`config.mk`:
```
export PLATFORM = sky130hd
export DESIGN_NAME = fetch_stage
export DESIGN_NICKNAME = d
export VERILOG_FILES = /design/src/rtl/rv_pkg.sv /design/src/rtl/fetch_pc.sv /design/src/rtl/fetch_stage.sv
export SDC_FILE = /design/constraint.sdc
export NUM_CORES = 1
export LEC_CHECK = 0
export BUFFER_PORTS_ARGS = -buffer_cell sky130_fd_sc_hd__buf_2
export CAP_MARGIN = 20
export CORE_MARGIN = 1
export CORE_UTILIZATION = 30
export DETAILED_ROUTE_END_ITERATION = 8
export GPL_TIMING_DRIVEN = 0
export SETUP_SLACK_MARGIN = 0.15
export SYNTH_ARGS = -nofsm -noshare
export SYNTH_HDL_FRONTEND = slang
export SYNTH_HIERARCHICAL = 1
export SYNTH_SLANG_ARGS = --single-unit
export TNS_END_PERCENT = 50
```
`constraint.sdc`:
```
create_clock -name i_clk -period 5.3 [get_ports i_clk]
set_input_delay 0.795 -clock i_clk [delete_from_list [all_inputs] [get_ports i_clk]]
set_output_delay 0.795 -clock i_clk [all_outputs]
set_load 0.05 [all_outputs]
```
`src/rtl/rv_pkg.sv`:
```
// Shared constants for the RV fetch path: instruction width, NOP encoding
// and the default reset vector.
package rv_pkg;

  localparam int          INST_W           = 32;
  localparam logic [31:0] NOP_INST         = 32'h0000_0013;
  localparam logic [31:0] DEFAULT_RESET_PC = 32'h0000_0000;

endpackage

```
`src/rtl/fetch_pc.sv`:
```
// Program counter with redirect / +4 / hold next-PC selection and the sticky
// "misaligned target already emitted" flag. Honours FETCH_MISALIGN_TRAP_EN.
module fetch_pc
  import rv_pkg::*;
#(
  parameter logic [31:0] RESET_PC = DEFAULT_RESET_PC
) (
  input  logic        i_clk,
  input  logic        i_reset,
  input  logic        i_redirect_valid,
  input  logic [31:0] i_redirect_pc,
  input  logic        i_fetch,
  input  logic        i_set_stuck,
  output logic [31:0] o_pc,
  output logic        o_stuck
);

  logic [31:0] r_pc;
  logic        r_stuck;
  logic [31:0] w_target;

`ifdef FETCH_MISALIGN_TRAP_EN
  assign w_target = i_redirect_pc;
`else
  // Without the trap, misaligned targets are silently word-aligned.
  assign w_target = {i_redirect_pc[31:2], 2'b00};
`endif

  always_ff @(posedge i_clk or posedge i_reset) begin
    if (i_reset) begin
      r_pc    <= RESET_PC;
      r_stuck <= 1'b0;
    end else if (i_redirect_valid) begin
      r_pc    <= w_target;
      r_stuck <= 1'b0;
    end else if (i_fetch) begin
      r_pc <= r_pc + 32'd4;
      if (i_set_stuck) begin
        r_stuck <= 1'b1;
      end
    end
  end

  assign o_pc    = r_pc;
  assign o_stuck = r_stuck;

endmodule

```
`src/rtl/fetch_stage.sv`:
```
// Instruction-fetch stage: PC, IF/ID output register with valid/ready toward
// decode, redirect/halt/backpressure. Optional macro: FETCH_MISALIGN_TRAP_EN.
module fetch_stage
  import rv_pkg::*;
#(
  parameter logic [31:0] RESET_PC    = DEFAULT_RESET_PC,
  parameter int          IMEM_ADDR_W = 13
) (
  input  logic              i_clk,
  input  logic              i_reset,
  output logic [31:0]       o_imem_addr,
  input  logic [INST_W-1:0] i_imem_data,
  input  logic              i_redirect_valid,
  input  logic [31:0]       i_redirect_pc,
  input  logic              i_halt,
  output logic              o_valid,
  input  logic              i_ready,
  output logic [INST_W-1:0] o_inst,
  output logic [31:0]       o_pc,
  output logic              o_misaligned,
  output logic [31:0]       o_fetch_count
);

  logic              r_valid;
  logic [INST_W-1:0] r_inst;
  logic [31:0]       r_pc;
  logic              r_misaligned;
  logic [31:0]       r_fetch_count;

  logic [31:0]       w_pc;
  logic              w_stuck;
  logic              w_adv;
  logic              w_fetch;
  logic              w_mis;
  logic              w_set_stuck;
  logic [INST_W-1:0] w_inst;

  assign w_adv   = !r_valid || i_ready;
  assign w_fetch = !i_redirect_valid && !i_halt && !w_stuck && w_adv;

`ifdef FETCH_MISALIGN_TRAP_EN
  assign w_mis       = (w_pc[1:0] != 2'b00);
  assign w_set_stuck = w_fetch && w_mis;
  assign w_inst      = w_mis ? NOP_INST : i_imem_data;
`else
  assign w_mis       = 1'b0;
  assign w_set_stuck = 1'b0;
  assign w_inst      = i_imem_data;
`endif

  fetch_pc #(
    .RESET_PC (RESET_PC)
  ) u_fetch_pc (
    .i_clk            (i_clk),
    .i_reset          (i_reset),
    .i_redirect_valid (i_redirect_valid),
    .i_redirect_pc    (i_redirect_pc),
    .i_fetch          (w_fetch),
    .i_set_stuck      (w_set_stuck),
    .o_pc             (w_pc),
    .o_stuck          (w_stuck)
  );

  // Memory decodes only the low IMEM_ADDR_W bits; upper bits pass through.
  assign o_imem_addr = {w_pc[31:IMEM_ADDR_W], w_pc[IMEM_ADDR_W-1:0]};

  always_ff @(posedge i_clk or posedge i_reset) begin
    if (i_reset) begin
      r_valid       <= 1'b0;
      r_inst        <= NOP_INST;
      r_pc          <= RESET_PC;
      r_misaligned  <= 1'b0;
      r_fetch_count <= 32'd0;
    end else begin
      // A transfer squashed by a simultaneous redirect is not counted.
      if (r_valid && i_ready && !i_redirect_valid) begin
        r_fetch_count <= r_fetch_count + 32'd1;
      end
      if (i_redirect_valid) begin
        r_valid <= 1'b0;
      end else if (i_halt || w_stuck) begin
        if (i_ready) begin
          r_valid <= 1'b0;
        end
      end else if (w_adv) begin
        r_valid      <= 1'b1;
        r_inst       <= w_inst;
        r_pc         <= w_pc;
        r_misaligned <= w_mis;
      end
    end
  end

  assign o_valid       = r_valid;
  assign o_inst        = r_inst;
  assign o_pc          = r_pc;
  assign o_misaligned  = r_misaligned;
  assign o_fetch_count = r_fetch_count;

endmodule

```
==> impl_results.md, run 1 <==
* Status: finished, final reports clean
* Final Util at 40.54%
* Total power after layout at 3.334 mW
* Endpoint arrival time on the critical path at 3.90 ns
* Yosys warning count at 6
* Setup slack of the worst register-to-register path at 1.87 ns
* Share of synthesized flip-flops with an asynchronous set or reset at 100.0%
* Clk pin slew, worst setup/hold paths at 0.06 ns
* Proportion of layout cells with a drive suffix above 1 at 45.30%
* Synthesized area divided by synthesized cell count at 12.41 um^2
* Power Density at 421.2 nW/um^2
* Leak pwr at 3.838 nW
* Cells after Synth at 484
* Highest clock frequency the design can meet at 281.8 MHz
* Post-CTS Hold Fix Bufs at 0
* Worst slack after detailed placement at 1.333 ns
* Maximum buffer depth of the clock tree at 2
* Final Slew Violations at 0
* Switching power summed over all nets at 1.250 mW
* Top-area cell type share of the netlist area at 52.09%
* Die area at 20590 um^2
* Initial cell density of the core at 30.75%
* Count of H-tree levels built during CTS at 4
* Kind of launch point of the worst setup path: primary input
* Iteration-0 DRC Markers at 179
* Standard-cell rows at 51
* Number of placed instances, taps included at 946
* Setup Fix Bufs, Post-CTS at 0
* Critical Path End Type: flip-flop
* TNS Setup at 0 ns
* Clock group share of total power at 33.2%
* Final WS setup at 1.751 ns
* Most common cell after layout, fill and taps aside: sky130_fd_sc_hd__buf_2
* Ratio of routed vias to standard cells at 4.677
* Die Y at 143.5 um
* Max FO, Critical Path at 12
* Largest area contributor in the netlist: sky130_fd_sc_hd__dfrtp_1
* Port Buffers at 193
* Global-route usage over all layers at 16.17%
* Via count of the first global-routing pass at 4336
* Internal power summed over all cells at 2.083 mW
* Worst path required time at 5.65 ns
* Most area-consuming cells after synthesis: sky130_fd_sc_hd__dfrtp_1 52%, sky130_fd_sc_hd__mux2_4 12%, sky130_fd_sc_hd__xnor2_1 3.5%, sky130_fd_sc_hd__mux2_2 3.0%, sky130_fd_sc_hd__xor2_1 2.8%
* Number of clock buffers inserted by TritonCTS at 17
* Worst hold-check slack at 0.4122 ns
* Maximum Capacitance Violations at 0
* Hold Crit Class: primary input to async pin
* Proportion of total power due to net switching at 37.51%
* Number of setup violations in the final report at 0
* Area Growth Syn to Fin at 31.82%
* Worst vdd ir at 0.2152 mV
* Final Hold Violating Endpoints at 0
* Relative slew margins at 45.33%
* Count of TritonRoute iterations in the first routing pass at 4
* Total standard cell area after synthesis at 6005 um^2
* Largest net degree at the start of global routing at 70
* Detail-routed net length per standard cell at 16.26 um
* Gates resized, CTS repair at 0
* Final period demand of the worst path at 3.549 ns
* Cell area after layout at 7915 um^2
* Clock skew at 0.008645 ns
* Dpl cell area at 7360 um^2
* Share of total power in sequential cells at 37.3%
* Half-perimeter wire length after detailed placement at 11640 um
* RSZ-0062 raised after global routing: false
* Placeable core area at 19530 um^2
* Gr ovfl total at 0
* Top FF cell, synth: sky130_fd_sc_hd__dfrtp_1
* Top library cells by usage in the layout, fill and taps aside: 198 x sky130_fd_sc_hd__buf_2, 125 x sky130_fd_sc_hd__dfrtp_1, 49 x sky130_fd_sc_hd__mux2_4, 37 x sky130_fd_sc_hd__nand2_1, 26 x sky130_fd_sc_hd__nand3_1
* DRC viols at 0
* CTS tree: done
* Total wire length at 15920 um
* Die width at 143.5 um
* Number of enable flip-flop cells after synthesis at 0
* Net count of the finished layout at 771
* Setup CP Type: primary input to flip-flop
* Fraction of power consumed by combinational cells at 29.6%
* Number of placed I/O pins at 199
* Clock root cell: sky130_fd_sc_hd__clkbuf_16
* Weighted congestion at the end of routability-driven global placement at 0.7707
* Portion of the post-synthesis area used by sequential elements at 53.41%
* Wire length of the first global-routing pass at 24800 um
* Antenna Violating Nets Remaining at 0
* Actual transition at the worst max-transition pin at 0.8126 ns
* Final Instance Count excl. Fillers at 979
* Via count of the routed design at 4579
* Synth unique cells at 49
* Antenna violations before repair at 1
* Fillers at 1955
* Flop and latch count out of synthesis at 128
* Share of the clock period used by the worst path after layout at 66.96%
* Clock sink count at 128
* Clock latency of the later-clocked register in the worst-skew pair at 0.42 ns
==> state kept, by name, summed over array words and instances, names as in the netlist <==
| signal | count |
|---|---|
| o_inst | 32 |
| o_pc | 32 |
| o_valid | 1 |
| o_fetch_count | 32 |
| u_fetch_pc/o_pc | 30 |
| u_fetch_pc/o_stuck | 1 |
==> worst max-delay path, stage by stage <==
cell                       delay, ns
sky130_fd_sc_hd__buf_2          0.18
sky130_fd_sc_hd__or4_1          0.65
sky130_fd_sc_hd__buf_6          0.22
sky130_fd_sc_hd__buf_6          0.17
sky130_fd_sc_hd__inv_1          0.06
sky130_fd_sc_hd__buf_2          0.21
sky130_fd_sc_hd__and4_1         0.20
sky130_fd_sc_hd__buf_2          0.20
sky130_fd_sc_hd__nand4_1        0.29
sky130_fd_sc_hd__clkbuf_1       0.31
sky130_fd_sc_hd__or4_1          0.51
sky130_fd_sc_hd__nand3_1        0.10
==> synth_stat cells, drive strengths merged, types with 11 or more instances <==
master  count
dfrtp     125
mux2       65
nand2      37
nand3      27
xnor2      24
nor2       22
nand4      19
xor2       19
buf        15
o21ai      14
or4        14
inv        11
==> cell families after synthesis <==
family / synth area share (%)
compound gates: 4.855
xor+xnor: 6.272
fa+ha+maj: 0.4167
buf+inv: 3.355
flops: 53.41
mux: 15.42
other cells: 0.1251
simple gates: 16.15
==> area by class of cell <==
cell class	instances	area, um^2	share of cell area (%)
antenna	1	2.502	0.03162
buffer	23	156.4	1.976
clock buffer	23	467.9	5.912
clock inverter	9	85.08	1.075
inverter	12	47.55	0.6007
multi-input combinational	323	2604	32.90
sequential	128	3207	40.52
tap	265	331.6	4.189
timing repair buffer	195	1013	12.80
==> per-layer routing <==
layer	vias up	track usage [%]	routed length, um
met5	-	0	0
met4	0	5.375	185
met3	17	4.465	948
met2	150	24.94	7303
met1	2220	21.77	7479
li1	2192	-	-
==> path summary, 6_finish.rpt <==
path,start,endpoint,depth (start not counted)
max,i_redirect_valid,u_fetch_pc/o_pc[19]$_DFFE_PP0N_,12
max in group asynchronous,i_reset,o_inst[0]$_DFFE_PP1P_,3
min,i_reset,o_fetch_count[21]$_DFFE_PP0P_,2
max reg2reg,o_valid$_DFFE_PP0P_,u_fetch_pc/o_pc[19]$_DFFE_PP0N_,12
min in group i_clk,o_fetch_count[31]$_DFFE_PP0P_,o_fetch_count[31]$_DFFE_PP0P_,1
min reg2reg,o_fetch_count[31]$_DFFE_PP0P_,o_fetch_count[31]$_DFFE_PP0P_,1
==> power groups by stage <==
stage	Combinational [mW]	Clock [mW]	Sequential [mW]
2_1_floorplan	0.254	0	1.74
4_1_cts	0.996	1.14	1.24
6_report	0.986	1.11	1.24
3_5_place_dp	0.995	0	1.26
3_3_place_gp	0.986	0	1.25
5_1_grt	1.04	1.18	1.27
No activity file was read; power rests on OpenSTA's default activity.
==> run 2: changes to the inputs <==
--- a/config.mk
+++ b/config.mk
@@ -5,6 +5,7 @@
 export SDC_FILE = /design/constraint.sdc
 export NUM_CORES = 1
 export LEC_CHECK = 0
+export ABC_AREA = 1
 export BUFFER_PORTS_ARGS = -buffer_cell sky130_fd_sc_hd__buf_2
 export CAP_MARGIN = 20
 export CORE_MARGIN = 1
==> constraint.sdc (replaced) <==
create_clock -name i_clk -period 3.6 [get_ports i_clk]
set_input_delay 0.54 -clock i_clk [delete_from_list [all_inputs] [get_ports i_clk]]
set_output_delay 0.54 -clock i_clk [all_outputs]
set_load 0.05 [all_outputs]
==> run 2 against run 1 <==
Net effect:
- non-clock buffer count increased by 3
- die area increased by 7.8%
- routed wire length increased by 17%
- cell count is 37% higher
- clock power grew 64%
- sequential share of layout area is 2.7 points lower
- global-route usage is 1.3 points higher
- cell area grew 7.2%
==> impl_results.md, run 2 <==
* Largest area contributor in the netlist: sky130_fd_sc_hd__dfrtp_1
* Depth of the worst register-to-register path at 11
* Clock sink count at 128
* Detail-routed net length per standard cell at 13.93 um
* Cell area after layout at 8484 um^2
* Initial cell density of the core at 30.72%
* Dpl cell area at 7854 um^2
* Maximum buffer depth of the clock tree at 2
* Gr ovfl total at 0
* Placeable core area at 21090 um^2
* Count of TritonRoute iterations in the first routing pass at 5
* Total standard cell area after synthesis at 6479 um^2
* Antenna violations before repair at 1
* Die width at 149.0 um
* Endpoint arrival time on the critical path at 2.94 ns
* Share of the clock period used by the worst path after layout at 72.16%
* Most common cell after layout, fill and taps aside: sky130_fd_sc_hd__nand2_1
* Gates resized, CTS repair at 0
* Number of enable flip-flop cells after synthesis at 0
* Critical Path End Type: flip-flop
* Area Growth Syn to Fin at 30.96%
* Die area at 22190 um^2
* Final period demand of the worst path at 2.598 ns
* Via count of the first global-routing pass at 5801
* Wire length of the first global-routing pass at 30040 um
* Count of H-tree levels built during CTS at 4
* Flip-flop and latch area at 3207 um^2
* Critical path, cell by cell: inv_1 -> nor2_1 -> inv_1 -> nand3_1 -> inv_1 -> clkbuf_1 -> nand2_1 -> inv_1 -> buf_2 -> nand3_1 -> nand2_1
* Clock skew at 0.009623 ns
* Cell type with the highest occurrence count on the critical path: sky130_fd_sc_hd__inv_1
* Antenna Violating Nets Remaining at 0
* Final Hold Violating Endpoints at 0
* Most area-consuming cells after synthesis: sky130_fd_sc_hd__dfrtp_1 48%, sky130_fd_sc_hd__nand2_1 22%, sky130_fd_sc_hd__nand3_1 4.3%, sky130_fd_sc_hd__inv_1 3.5%, sky130_fd_sc_hd__nor2_1 3.1%
* Actual transition at the worst max-transition pin at 0.7302 ns
* Final Slew Violations at 0
* Final Util at 40.23%
* Share of synthesized flip-flops with an asynchronous set or reset at 100.0%
* Maximum Capacitance Violations at 0
* Max stage delay on crit path at 0.52 ns
* Max FO, Critical Path at 12
* Status: finished, final reports clean
* Largest net degree at the start of global routing at 54
* Worst vdd ir at 0.3012 mV
* Highest clock frequency the design can meet at 385.0 MHz
* Post-CTS Hold Fix Bufs at 0
* Kind of launch point of the worst setup path: flip-flop
* Port Buffers at 193
* Net count of the finished layout at 1119
* Yosys warning count at 6
* Most numerous cell types in the synthesized netlist: 377 x sky130_fd_sc_hd__nand2_1, 125 x sky130_fd_sc_hd__dfrtp_1, 60 x sky130_fd_sc_hd__inv_1
* Top library cells by usage in the layout, fill and taps aside: 377 x sky130_fd_sc_hd__nand2_1, 205 x sky130_fd_sc_hd__buf_2, 125 x sky130_fd_sc_hd__dfrtp_1, 59 x sky130_fd_sc_hd__inv_1, 56 x sky130_fd_sc_hd__nand3_1
* Launch point of the worst reg-to-reg path: o_valid$_DFFE_PP0P_
* Fillers at 2257
* Clk pin slew, worst setup/hold paths at 0.06 ns
* Worst path required time at 3.95 ns
* RSZ-0062 raised after global routing: false
* Relative slew margins at 51.26%
* Total area of multi-input combinational cells at 2900 um^2
* Proportion of layout cells with a drive suffix above 1 at 27.52%
* Via count of the routed design at 6009
* Number of clock buffers inserted by TritonCTS at 17
* Cell with the most instances after synthesis: sky130_fd_sc_hd__nand2_1
* Flop and latch count out of synthesis at 128
* Clock latency of the later-clocked register in the worst-skew pair at 0.41 ns
* Global-route usage over all layers at 17.43%
* TNS Setup at 0 ns
* Total wire length at 18630 um
* Synth unique cells at 34
* Setup slack of the worst register-to-register path at 1.00 ns
* Ratio of routed vias to standard cells at 4.494
* Setup CP Type: flip-flop to flip-flop
* Synthesized area divided by synthesized cell count at 7.787 um^2
* Worst reg2reg endpoint: u_fetch_pc/o_pc[27]$_DFFE_PP0N_
* Setup Fix Bufs, Post-CTS at 0
* Clock root cell: sky130_fd_sc_hd__clkbuf_16
* Standard-cell rows at 53
* Iteration-0 DRC Markers at 278
* Cell with the biggest individual delay on the critical path: sky130_fd_sc_hd__clkbuf_1
* CTS tree: done
* DRC viols at 0
* Leak pwr at 4.499 nW
* Cells after Synth at 832
* Top FF cell, synth: sky130_fd_sc_hd__dfrtp_1
* Portion of the post-synthesis area used by sequential elements at 49.50%
* Hold Crit Class: primary input to async pin
* Half-perimeter wire length after detailed placement at 14050 um
* Power Density at 587.3 nW/um^2
* Number of setup violations in the final report at 0
* Top-area cell type share of the netlist area at 48.28%
* Weighted congestion at the end of routability-driven global placement at 0.8427
* Die Y at 149.0 um
* Number of placed I/O pins at 199
[run 2: changes by cell type in the layout (fill, tap and decap cells not counted), moves of 13 or more]
cell                      delta
sky130_fd_sc_hd__nand2_1   +340
sky130_fd_sc_hd__inv_1      +49
sky130_fd_sc_hd__mux2_4     -49
sky130_fd_sc_hd__nor2_1     +31
sky130_fd_sc_hd__nand3_1    +30
sky130_fd_sc_hd__a22oi_1    +19
sky130_fd_sc_hd__xnor2_1    -18
sky130_fd_sc_hd__mux2_2     -16
sky130_fd_sc_hd__or4_1      -13
[run 2: how the worst max path moves through the flow]
stage	endpoint	depth (start not counted)	startpoint	slack (ns)
floorplan	o_fetch_count[0]$_DFFE_PP0P_	1	i_reset	0.53
global placement	o_pc[3]$_DFFE_PP0P_	2	i_reset	-0.98
detailed placement	u_fetch_pc/o_pc[27]$_DFFE_PP0N_	10	i_redirect_valid	0.71
CTS	u_fetch_pc/o_pc[27]$_DFFE_PP0N_	11	o_valid$_DFFE_PP0P_	0.95
global route	u_fetch_pc/o_pc[27]$_DFFE_PP0N_	11	o_valid$_DFFE_PP0P_	0.75
finish	u_fetch_pc/o_pc[27]$_DFFE_PP0N_	11	o_valid$_DFFE_PP0P_	1.00
[run 2: per-stage QoR]
stage | cells | hold WS, ns | setup slack (ns) | total power, mW
after floorplan | 834 | 0.4801 | 0.5312 | 2.808
after detailed placement | 1304 | 0.4569 | 0.7142 | 3.199
after global placement | 1302 | 0.4551 | -0.9846 | 3.178
after CTS | 1336 | 0.2231 | 0.9545 | 5.048
after global routing | 1337 | 0.2621 | 0.7457 | 5.219
final | 1337 | 0.2228 | 1.002 | 4.982
[run 2: critical path, delay by kind of cell, from the launching register on]
family / cells / cell delay (ns)
buf+inv: 6 / 1.38
flops: 1 / 0.40
simple gates: 5 / 0.76
[run 2: report_power, final]
group / internal, mW / switching [mW]
Clock: 1.18 / 0.636
Sequential: 1.64 / 0.174
Combinational: 0.305 / 1.05
[run 2: logic make-up after synthesis]
logic type	share of synthesized area, %
other	0.1159
AO/OA/AOI/OAI	4.229
AND/OR/NAND/NOR	37.35
flip-flops	49.50
adder cells (fa/ha/maj)	0.3862
buffers and inverters	5.852
XOR/XNOR	2.569
[run 2: layer usage]
metal / track usage [%] / vias to the layer above / share of wire (%) / wire length [um]
met5: 0 / - / 0 / 0
met4: 6.378 / 0 / 1.3 / 250
met3: 3.089 / 14 / 4.2 / 789
met2: 29.60 / 149 / 50 / 9252
met1: 22.05 / 2810 / 45 / 8335
li1: - / 3036 / - / -
[run 2: final cells by class]
class                      instances  area share, %
sequential                       128          37.80
tap                              275          4.055
inverter                          61          2.728
clock inverter                     8          1.489
multi-input combinational        619          34.18
buffer                            26          1.770
antenna                            1        0.02949
timing repair buffer             195          12.03
clock buffer                      24          5.914
==> run 3: changes to the inputs <==
==> constraint.sdc (replaced) <==
create_clock -name i_clk -period 2.2 [get_ports i_clk]
set_input_delay 0.33 -clock i_clk [delete_from_list [all_inputs] [get_ports i_clk]]
set_output_delay 0.33 -clock i_clk [all_outputs]
set_load 0.05 [all_outputs]
==> run 3 against run 2 <==
Net effect:
- via count about the same
- die area unchanged
- hold slack got worse by 0.19 ns
- non-clock buffer count rose by 1
- fmax grew 37%
- routed wire length increased by 0.92%
- sequential cell count unchanged
- highest routed layer unchanged
==> impl_results.md, run 3 (synthesized netlist as in run 2, its figures left out) <==
* Initial cell density of the core at 30.72%
* Die width at 149.0 um
* CTS tree: done
* Number of placed I/O pins at 199
* Max stage delay on crit path at 0.40 ns
* Leak pwr at 4.480 nW
* Max FO, Critical Path at 12
* Dpl cell area at 7868 um^2
* Ratio of routed vias to standard cells at 4.493
* Switching power summed over all nets at 3.116 mW
* Via count of the first global-routing pass at 5649
* Final Slew Violations at 0
* Final Util at 40.23%
* Die Y at 149.0 um
* Share of total power in sequential cells at 36.9%
* Antenna violations before repair at 0
* Via count of the routed design at 6007
* Clock sink count at 128
* Clock latency of the later-clocked register in the worst-skew pair at 0.42 ns
* Count of H-tree levels built during CTS at 4
* Clock skew at 0.008895 ns
* Number of clock buffers inserted by TritonCTS at 17
* Power Density at 946.3 nW/um^2
* Top library cells by usage in the layout, fill and taps aside: 376 x sky130_fd_sc_hd__nand2_1, 201 x sky130_fd_sc_hd__buf_2, 125 x sky130_fd_sc_hd__dfrtp_1, 58 x sky130_fd_sc_hd__inv_1, 56 x sky130_fd_sc_hd__nand3_1
* Port Buffers at 193
* Final period demand of the worst path at 1.892 ns
* Kind of cell with the highest combined delay on the critical path: buffers and inverters
* Antenna Violating Nets Remaining at 0
* Clk pin slew, worst setup/hold paths at 0.06 ns
* DRC viols at 0
* Weighted congestion at the end of routability-driven global placement at 0.8853
* Wire length of the first global-routing pass at 29730 um
* Setup CP Type: flip-flop to flip-flop
* Die area at 22190 um^2
* Gr ovfl total at 0
* Clock group share of total power at 35.4%
* Number of setup violations in the final report at 0
* Hold Crit Class: primary input to async pin
* Cell area after layout at 8484 um^2
* Half-perimeter wire length after detailed placement at 14010 um
* Cell type with the highest occurrence count on the critical path: sky130_fd_sc_hd__inv_1
* Launch point of the worst reg-to-reg path: o_valid$_DFFE_PP0P_
* Count of TritonRoute iterations in the first routing pass at 5
* Bufs and invs on worst path at 6
* Cell with the biggest individual delay on the critical path: sky130_fd_sc_hd__dfrtp_1
* Diodes inserted at 0
* Critical Path End Type: flip-flop
* Highest clock frequency the design can meet at 528.5 MHz
* Total wire length at 18800 um
* Internal power summed over all cells at 4.913 mW
* Iteration-0 DRC Markers at 326
* Standard-cell rows at 53
* Largest net degree at the start of global routing at 36
* Kind of launch point of the worst setup path: flip-flop
* Maximum buffer depth of the clock tree at 2
* Worst vdd ir at 0.5046 mV
* Most common cell after layout, fill and taps aside: sky130_fd_sc_hd__nand2_1
* Worst hold-check slack at 0.03604 ns
* Status: finished, final reports clean
* Proportion of layout cells with a drive suffix above 1 at 28.15%
* Worst slack after detailed placement at -0.4539 ns
* Worst reg2reg endpoint: u_fetch_pc/o_pc[24]$_DFFE_PP0N_
* Flip-flop and latch area at 3207 um^2
* Maximum Capacitance Violations at 0
* Global-route usage over all layers at 17.56%
* Net count of the finished layout at 1120
* RSZ-0062 raised after global routing: false
* Fraction of power consumed by combinational cells at 27.7%
* Fillers at 2263
* Proportion of total power due to net switching at 38.81%
* Final WS setup at 0.3078 ns
* Detail-routed net length per standard cell at 14.06 um
* Placeable core area at 21090 um^2
* Depth of the worst register-to-register path at 11
* Relative slew margins at 45.37%
* Area Growth Syn to Fin at 30.96%
* Total area of multi-input combinational cells at 2905 um^2
* Clock root cell: sky130_fd_sc_hd__clkbuf_16
* Setup slack of the worst register-to-register path at 0.31 ns
* Actual transition at the worst max-transition pin at 0.8178 ns
* TNS Setup at 0 ns
* Share of the clock period used by the worst path after layout at 86.01%
* Worst path required time at 2.55 ns
* Critical path, cell by cell: inv_1 -> nor2_1 -> inv_1 -> nand3_1 -> inv_1 -> clkbuf_4 -> nand2_2 -> inv_2 -> buf_4 -> nand3_1 -> nand2_1
* Endpoint arrival time on the critical path at 2.25 ns
* Final Hold Violating Endpoints at 0
-- run 3: layout make-up --
cell class	instances	area share (%)
inverter	61	2.743
sequential	128	37.80
tap	275	4.055
clock buffer	20	5.383
buffer	26	1.991
clock inverter	12	1.607
multi-input combinational	619	34.24
timing repair buffer	196	12.18
-- run 3: stage by stage --
step	power, mW	std cells
2_1_floorplan	4.596	834
3_3_place_gp	5.200	1302
3_5_place_dp	5.235	1305
4_1_cts	8.119	1337
5_1_grt	8.403	1337
6_report	8.028	1337
-- run 3: power by group through the flow --
stage / Sequential [mW] / Clock (mW) / Combinational (mW)
detailed placement: 2.99 / 0 / 2.24
finish: 2.96 / 2.84 / 2.22
floorplan: 4.07 / 0 / 0.523
global route: 3.01 / 3.02 / 2.37
global placement: 2.99 / 0 / 2.21
CTS: 2.96 / 2.91 / 2.25
-- run 3: worst max-delay path by stage --
stage / from / to / cells after the start
after global routing: o_valid$_DFFE_PP0P_ / u_fetch_pc/o_pc[17]$_DFFE_PP0N_ / 11
after CTS: o_valid$_DFFE_PP0P_ / u_fetch_pc/o_pc[13]$_DFFE_PP0N_ / 11
after detailed placement: i_redirect_valid / u_fetch_pc/o_pc[27]$_DFFE_PP0N_ / 10
after floorplan: o_valid$_DFFE_PP0P_ / u_fetch_pc/o_pc[2]$_DFFE_PP0N_ / 11
after global placement: i_redirect_valid / u_fetch_pc/o_pc[27]$_DFFE_PP0N_ / 10
final: o_valid$_DFFE_PP0P_ / u_fetch_pc/o_pc[24]$_DFFE_PP0N_ / 11
-- run 3: metal layers --
metal	wire length (um)	part of all wire (%)	track usage [%]	vias to the layer above
li1	-	-	-	3038
met5	0	0	0	-
met1	8224	44	21.75	2772
met3	906	4.8	3.853	31
met4	399	2.1	6.531	0
met2	9267	49	29.77	166
-- run 3: what timing repair did --
action	CTS	global route
resized for setup	5	8
pin swaps	0	0
hold buffers	0	0
setup endpoints to repair	29	24
setup buffers	0	0
